$ cat config.mk
export PLATFORM = sky130hd
export DESIGN_NAME = xc_readout_scheduler
export DESIGN_NICKNAME = d
export VERILOG_FILES = /design/src/rtl/xc_readout_scheduler.sv
export SDC_FILE = /design/constraint.sdc
export NUM_CORES = 1
export LEC_CHECK = 0
export CORE_MARGIN = 3
export CORE_UTILIZATION = 47
export DETAILED_ROUTE_END_ITERATION = 7
export GPL_TIMING_DRIVEN = 0
export PLACE_DENSITY = 0.76
export SLEW_MARGIN = 20
export SYNTH_ARGS = -nofsm -noshare
export SYNTH_HDL_FRONTEND = slang
export SYNTH_SLANG_ARGS = --single-unit
$ cat constraint.sdc
create_clock -name clk -period 3.09 [get_ports clk]
set_input_delay 0.618 -clock clk [delete_from_list [all_inputs] [get_ports clk]]
set_output_delay 0.618 -clock clk [all_outputs]
set_load 0.005 [all_outputs]
$ cat src/rtl/xc_readout_scheduler.sv
// Integration-window framing and serial packet readout for the cross-correlator.
// Optional trailing XOR checksum byte: define XC_READOUT_CHECKSUM_EN.
module xc_readout_scheduler #(
  parameter int          NUM_LINES  = 4,
  parameter int          RESOLUTION = 24,
  parameter int          LEN_WIDTH  = 24,
  parameter logic [7:0]  HEADER     = 8'hA5,
  localparam int         IDX_W      = (NUM_LINES > 1) ? $clog2(NUM_LINES) : 1
) (
  input  logic                  clk,
  input  logic                  reset,
  input  logic                  enable,
  input  logic                  sample_tick,
  input  logic [LEN_WIDTH-1:0]  cfg_len,
  output logic                  integrating,
  output logic                  snapshot,
  output logic                  overrun,
  output logic [IDX_W-1:0]      rd_index,
  input  logic [RESOLUTION-1:0] rd_data,
  output logic [7:0]            tx_data,
  output logic                  tx_valid,
  input  logic                  tx_ready,
  output logic                  busy
);

  localparam int BYTES = (RESOLUTION + 7) / 8;
  localparam int WW    = BYTES * 8;
  localparam int BC_W  = (BYTES > 1) ? $clog2(BYTES) : 1;

  localparam logic [2:0] S_IDLE  = 3'd0;
  localparam logic [2:0] S_HDR   = 3'd1;
  localparam logic [2:0] S_FETCH = 3'd2;
  localparam logic [2:0] S_WAIT  = 3'd3;
  localparam logic [2:0] S_BYTE  = 3'd4;
`ifdef XC_READOUT_CHECKSUM_EN
  localparam logic [2:0] S_CSUM  = 3'd5;
`endif

  logic [LEN_WIDTH-1:0] count;
  logic                 run;
  logic                 last_tick;
  logic                 win_end;
  logic [2:0]           state;
  logic [WW-1:0]        shreg;
  logic [BC_W-1:0]      bcnt;
  logic                 xfer;
`ifdef XC_READOUT_CHECKSUM_EN
  logic [7:0]           csum;
`endif

  assign run       = enable && (cfg_len != '0);
  assign last_tick = (count == cfg_len - LEN_WIDTH'(1));
  assign win_end   = run && sample_tick && last_tick;
  // snapshot high counts as busy: the FSM leaves IDLE in that cycle
  assign busy      = (state != S_IDLE) || snapshot;
  assign xfer      = tx_valid && tx_ready;

  // Byte presented to the UART and its valid flag, decoded from state
  always_comb begin
    tx_data  = 8'h00;
    tx_valid = 1'b0;
    case (state)
      S_HDR: begin
        tx_data  = HEADER;
        tx_valid = 1'b1;
      end
      S_BYTE: begin
        tx_data  = shreg[WW-1 -: 8];
        tx_valid = 1'b1;
      end
`ifdef XC_READOUT_CHECKSUM_EN
      S_CSUM: begin
        tx_data  = csum;
        tx_valid = 1'b1;
      end
`endif
      default: begin
        tx_data  = 8'h00;
        tx_valid = 1'b0;
      end
    endcase
  end

  // Window tick counter, snapshot strobe and sticky overrun flag
  always_ff @(posedge clk) begin
    if (reset) begin
      count       <= '0;
      integrating <= 1'b0;
      snapshot    <= 1'b0;
      overrun     <= 1'b0;
    end else begin
      integrating <= run;
      snapshot    <= win_end && !busy;
      if (win_end && busy)
        overrun <= 1'b1;
      if (!run)
        count <= '0;
      else if (sample_tick)
        count <= last_tick ? '0 : count + LEN_WIDTH'(1);
    end
  end

  // Readout FSM: header, then per line fetch, wait, and MSB-first bytes
  always_ff @(posedge clk) begin
    if (reset) begin
      state    <= S_IDLE;
      rd_index <= '0;
      shreg    <= '0;
      bcnt     <= '0;
`ifdef XC_READOUT_CHECKSUM_EN
      csum     <= 8'h00;
`endif
    end else begin
      case (state)
        S_IDLE: begin
          if (snapshot)
            state <= S_HDR;
        end
        S_HDR: begin
          if (xfer) begin
            rd_index <= '0;
            state    <= S_FETCH;
`ifdef XC_READOUT_CHECKSUM_EN
            csum     <= HEADER;
`endif
          end
        end
        S_FETCH: begin
          state <= S_WAIT;
        end
        S_WAIT: begin
          shreg <= WW'(rd_data);
          bcnt  <= '0;
          state <= S_BYTE;
        end
        S_BYTE: begin
          if (xfer) begin
            shreg <= shreg << 8;
`ifdef XC_READOUT_CHECKSUM_EN
            csum  <= csum ^ tx_data;
`endif
            if (bcnt == BC_W'(BYTES - 1)) begin
              bcnt <= '0;
              if (rd_index != IDX_W'(NUM_LINES - 1)) begin
                rd_index <= rd_index + IDX_W'(1);
                state    <= S_FETCH;
              end else begin
`ifdef XC_READOUT_CHECKSUM_EN
                state <= S_CSUM;
`else
                state <= S_IDLE;
`endif
              end
            end else begin
              bcnt <= bcnt + BC_W'(1);
            end
          end
        end
`ifdef XC_READOUT_CHECKSUM_EN
        S_CSUM: begin
          if (xfer)
            state <= S_IDLE;
        end
`endif
        default: begin
          state <= S_IDLE;
        end
      endcase
    end
  end

endmodule
==> results.txt <==
----------------------------------------------------
[Setup path]
  Critical-path cell list ... clkdlybuf4s15_2 -> or4_4 -> or3_4 -> o21bai_1 -> nand2_1 -> or4b_4 -> nor4_4 -> buf_4 -> buf_6 -> nor3_2
  Crit path DAT ... 3.25 ns
  Required time of the worst setup path ... 3.31 ns
  Start-to-end type of the worst setup path ... in2reg
  Maximum fanout along the worst path ... 5
  Crit path max-delay family ... simple AND/OR/NAND/NOR gates
  Bufs and invs on worst path ... 3
  Critical Path Source ... cfg_len[4]
  Flop2flop setup slack ... 0.60 ns
  Worst r2r src ... count[16]
  Crit Reg-Reg Endpoint ... count[12]
  Critical path's slowest cell ... sky130_fd_sc_hd__or4_4
  Critical path's largest stage delay ... 0.55 ns
  Worst R2R Path Depth ... 8
  Setup crit start kind ... input port
  Capturing element type of the critical path ... flip-flop

[Synthesis]
  Proportion of synthesized area in mux cells ... less than 1%
  Share of the synthesized area in compound gates (AO/OA/AOI/OAI) ... a little over an eighth
  Most numerous cell types in the synthesized netlist ... 58 x sky130_fd_sc_hd__dfxtp_1, 58 x sky130_fd_sc_hd__nand2_1, 48 x sky130_fd_sc_hd__nor2_1, 42 x sky130_fd_sc_hd__xnor2_1, 21 x sky130_fd_sc_hd__nor3_1
  Count of mapped cells out of synthesis ... 436
  Area share of xor/xnor cells in the synthesized design ... between 10% and 20%
  Sequential cell area fraction in the yosys report ... between 30% and 40%
  Biggest area consumer among synthesized cells ... sky130_fd_sc_hd__dfxtp_1
  Simple-Gate Fraction of Synth Area ... about a third
  Adder and majority gate portion of the synthesized area ... 1.07%
  Number of register bits inferred by synthesis ... 58
  Post-synth design cell area ... 3510 um^2
  Fraction of post-synthesis cell area in the top cell type by area ... 33.1%
  Main combinational cell family by area after synthesis ... simple AND/OR/NAND/NOR gates
  Post-synth net total ... 492
  Number of enable flip-flop cells after synthesis ... 0
  Netlist cell types ... 59
  Average cell area after synthesis ... 8.05 um^2
  Area contributors post-synth ... sky130_fd_sc_hd__dfxtp_1 33%, sky130_fd_sc_hd__xnor2_1 10%, sky130_fd_sc_hd__nand2_1 6.2%
  Share of flip-flops with an asynchronous set or reset ... 0%
  Main flop type after synthesis ... sky130_fd_sc_hd__dfxtp_1
  Count of warnings emitted by yosys ... 0

[Die]
  Site Rows ... 30
  Die Span X ... 92.4 um
  Die Y ... 92.4 um
  IO Pins ... 68
  Core Area ... 7020 um^2
  Initial cell density of the core ... 50.0%
  Die footprint ... 8540 um^2

[Route]
  Wire per inst ... 15.6 um
  Number of nets with antenna violations after detailed routing ... 0
  Number of search-and-repair iterations in the first detailed-routing pass ... 4
  Via Count ... about 3500
  Initial DRC count ... 248
  Post-DR vias/cell ... 5.59
  Remaining DRCs ... 0
  Aggregate routed wire length ... 9.64 mm

[Layout]
  Share of final-layout standard cells stronger than drive strength 1 ... 13.0%
  Area used by multi-input combinational logic ... about 2300 um^2
  Post-synthesis to final-layout area growth ... 31.3%
  Fillers ... 604
  Net total in the final layout ... 574
  Number of diodes added for antenna fixing ... 0
  Core Util, Final ... 65.7%
  Seq. cell area ... 1160 um^2

[Pwr]
  Comb power frac ... 11.2%
  Switching power share of the total ... 24.2%
  Worst ir drop on vdd ... ~0.28 mV
  Clk network pwr share ... between 40% and 50%
  Lkg Pwr ... 1.54 nW
  Total power divided by cell area ... 354 nW/um^2
  Internal power ... 0.00124 W
  Sequential group share of total power ... 46.0%
  Switch Pwr ... around 0.00040 W

[Hold path]
  Hold Path Cell Cnt ... 2
  Worst Hold Endpoint ... overrun
  Startpoint of the tightest hold check path ... overrun
  Path type of the worst min-delay path ... reg2reg

[Place]
  Place WS ... -0.953 ns
  Routability-driven placement congestion ratio ... 0.859
  Placed wire-length estimate after detailed placement ... approximately 7.2 mm
  Count of buffers from port buffering ... 64

[Run]
  Max-Cap Viols ... 0

[Clock network]
  CTS tree ... built
  Number of buffers between clock root and the deepest sink ... 2
  Num Clock Sinks ... 58
  Source-to-sink clock delay at the later pin of the worst-skew pair ... 0.34 ns
  TritonCTS buffer count ... 9
  Root buf cell ... sky130_fd_sc_hd__clkbuf_8
  Clock H-tree levels ... 3
  Clock-pin slew on the worst setup and hold paths ... ~0.07 ns

[Global routing]
  Overall overflow remaining after global route ... 0
  Via count of the first global-routing pass ... 3328
  Maximum number of pins on one net before global-route repair ... 11
  Number of antenna violations at the first check in global routing ... 0
  Total routing resource utilization after global routing ... 22.7%
  Wire length of the first global-routing pass ... 15.6 mm

[STA]
  Min cycle time layout ... slightly above 3 ns
  Max_slew headroom ... about half
  Final setup skew ... between 0.008 and 0.009 ns
  Total Negative Setup Slacks ... 0 ns
  Setup-failing EPs final ... 0
  Final setup slack of the worst path ... 0.0590 ns
  Final Hold Slack ... approximately 0.47 ns
  Max Freq ... between 300 and 400 MHz
  Hold violation total from the final report ... 0
  Final number of max-transition violations ... 0
  Unrepaired setup endpoints after global routing ... false
  Post-route clock period utilization ... 98.1%
  Least-Margin Pin Slew ... 0.763 ns

[Outcome]
  Outcome ... complete, no violations

----------------------------------------------------
==> metal layers <==
metal	track usage, %	vias up	wire, um
met5	0	-	0
met4	5.32	0	97
met3	5.93	9	545
met2	38.3	94	4670
met1	28.9	1629	4330
li1	-	1728	-
==> worst min-delay path, stage by stage (launching register included) <==
cell and delay (ns):
sky130_fd_sc_hd__dfxtp_1 0.31, sky130_fd_sc_hd__inv_1 0.05, sky130_fd_sc_hd__o22ai_1 0.07
==> layout by cell type (no fill, tap or decap), types with 9 or more instances in the layout <==
cell                              netlist  routed
sky130_fd_sc_hd__nor3_1                21      19
sky130_fd_sc_hd__xor2_1                13      13
sky130_fd_sc_hd__xnor2_1               42      42
sky130_fd_sc_hd__clkbuf_8               0      10
sky130_fd_sc_hd__clkbuf_1              17      17
sky130_fd_sc_hd__nor2_1                48      48
sky130_fd_sc_hd__a311oi_1              16      16
sky130_fd_sc_hd__inv_1                  9       9
sky130_fd_sc_hd__dfxtp_1               58      58
sky130_fd_sc_hd__nand4_1               11      11
sky130_fd_sc_hd__nand3_1               11      10
sky130_fd_sc_hd__nor3_2                10      12
sky130_fd_sc_hd__a21oi_1               15      15
sky130_fd_sc_hd__a22oi_1                9       9
sky130_fd_sc_hd__and3_1                11      11
sky130_fd_sc_hd__clkdlybuf4s50_1        0      50
sky130_fd_sc_hd__nand2_1               58      58
==> flip-flops by register name (all words and copies together), names as in the netlist <==
register and count:
bcnt 2, rd_index 2, integrating 1, shreg 24, state 3, snapshot 1
overrun 1, count 24
==> power groups by stage <==
| stage | registers (W) | clock network [W] | logic [W] |
|---|---|---|---|
| after global placement | 0.000767 | 0 | 0.000175 |
| after detailed placement | 0.000767 | 0 | 0.000178 |
| after floorplan | 0.000767 | 0 | 0.0000806 |
| final | 0.000750 | 0.000699 | 0.000183 |
| after global routing | 0.000750 | 0.000744 | 0.000197 |
| after CTS | 0.000750 | 0.000706 | 0.000181 |
==> per-stage QoR <==
stage / cell area, um^2 / power (W) / cells
after floorplan: 3540 / 0.000848 / 436
after global placement: 4300 / 0.000942 / 596
after detailed placement: 4300 / 0.000946 / 596
after CTS: 4580 / 0.00164 / 616
after global routing: 4610 / 0.00169 / 619
final: 4610 / 0.00163 / 619
==> timing repair <==
action                                  4_1_cts  5_1_grt
pin swaps                                     6        6
setup buffers                                 4        3
gates cloned                                  1        0
endpoints found under the setup margin       25       22
hold buffers                                  0        0
gates resized for setup                      38        8
==> worst max path at each step <==
| stage | end | slack [ns] | depth (start not counted) |
|---|---|---|---|
| CTS | count[17] | 0.005 | 9 |
| finish | count[23] | 0.06 | 10 |
| floorplan | count[13] | -0.04 | 9 |
| global placement | count[23] | -0.85 | 9 |
| global route | count[23] | 0.02 | 10 |
| detailed placement | count[5] | -0.95 | 9 |
==> kinds of logic (layout without fill, tap and decap cells) <==
kind of cell             Yosys count  after routing
AO/OA/AOI/OAI                     66             66
adder cells (fa/ha/maj)            3              3
XOR/XNOR                          56             56
multiplexers                       1              1
AND/OR/NAND/NOR                  219            219
flip-flops                        58             58
buffers and inverters             33            120
==> layout make-up <==
cell class | instances | area share [%]
clock inverters | 5 | 1.17
inverters | 10 | 0.815
well taps | 96 | 2.61
repair buffers | 72 | 14.9
multi-input cells | 345 | 50.0
plain buffers | 22 | 2.23
clock buffers | 11 | 3.07
flip-flops and latches | 58 | 25.2
(Power assumes the default switching activity.)
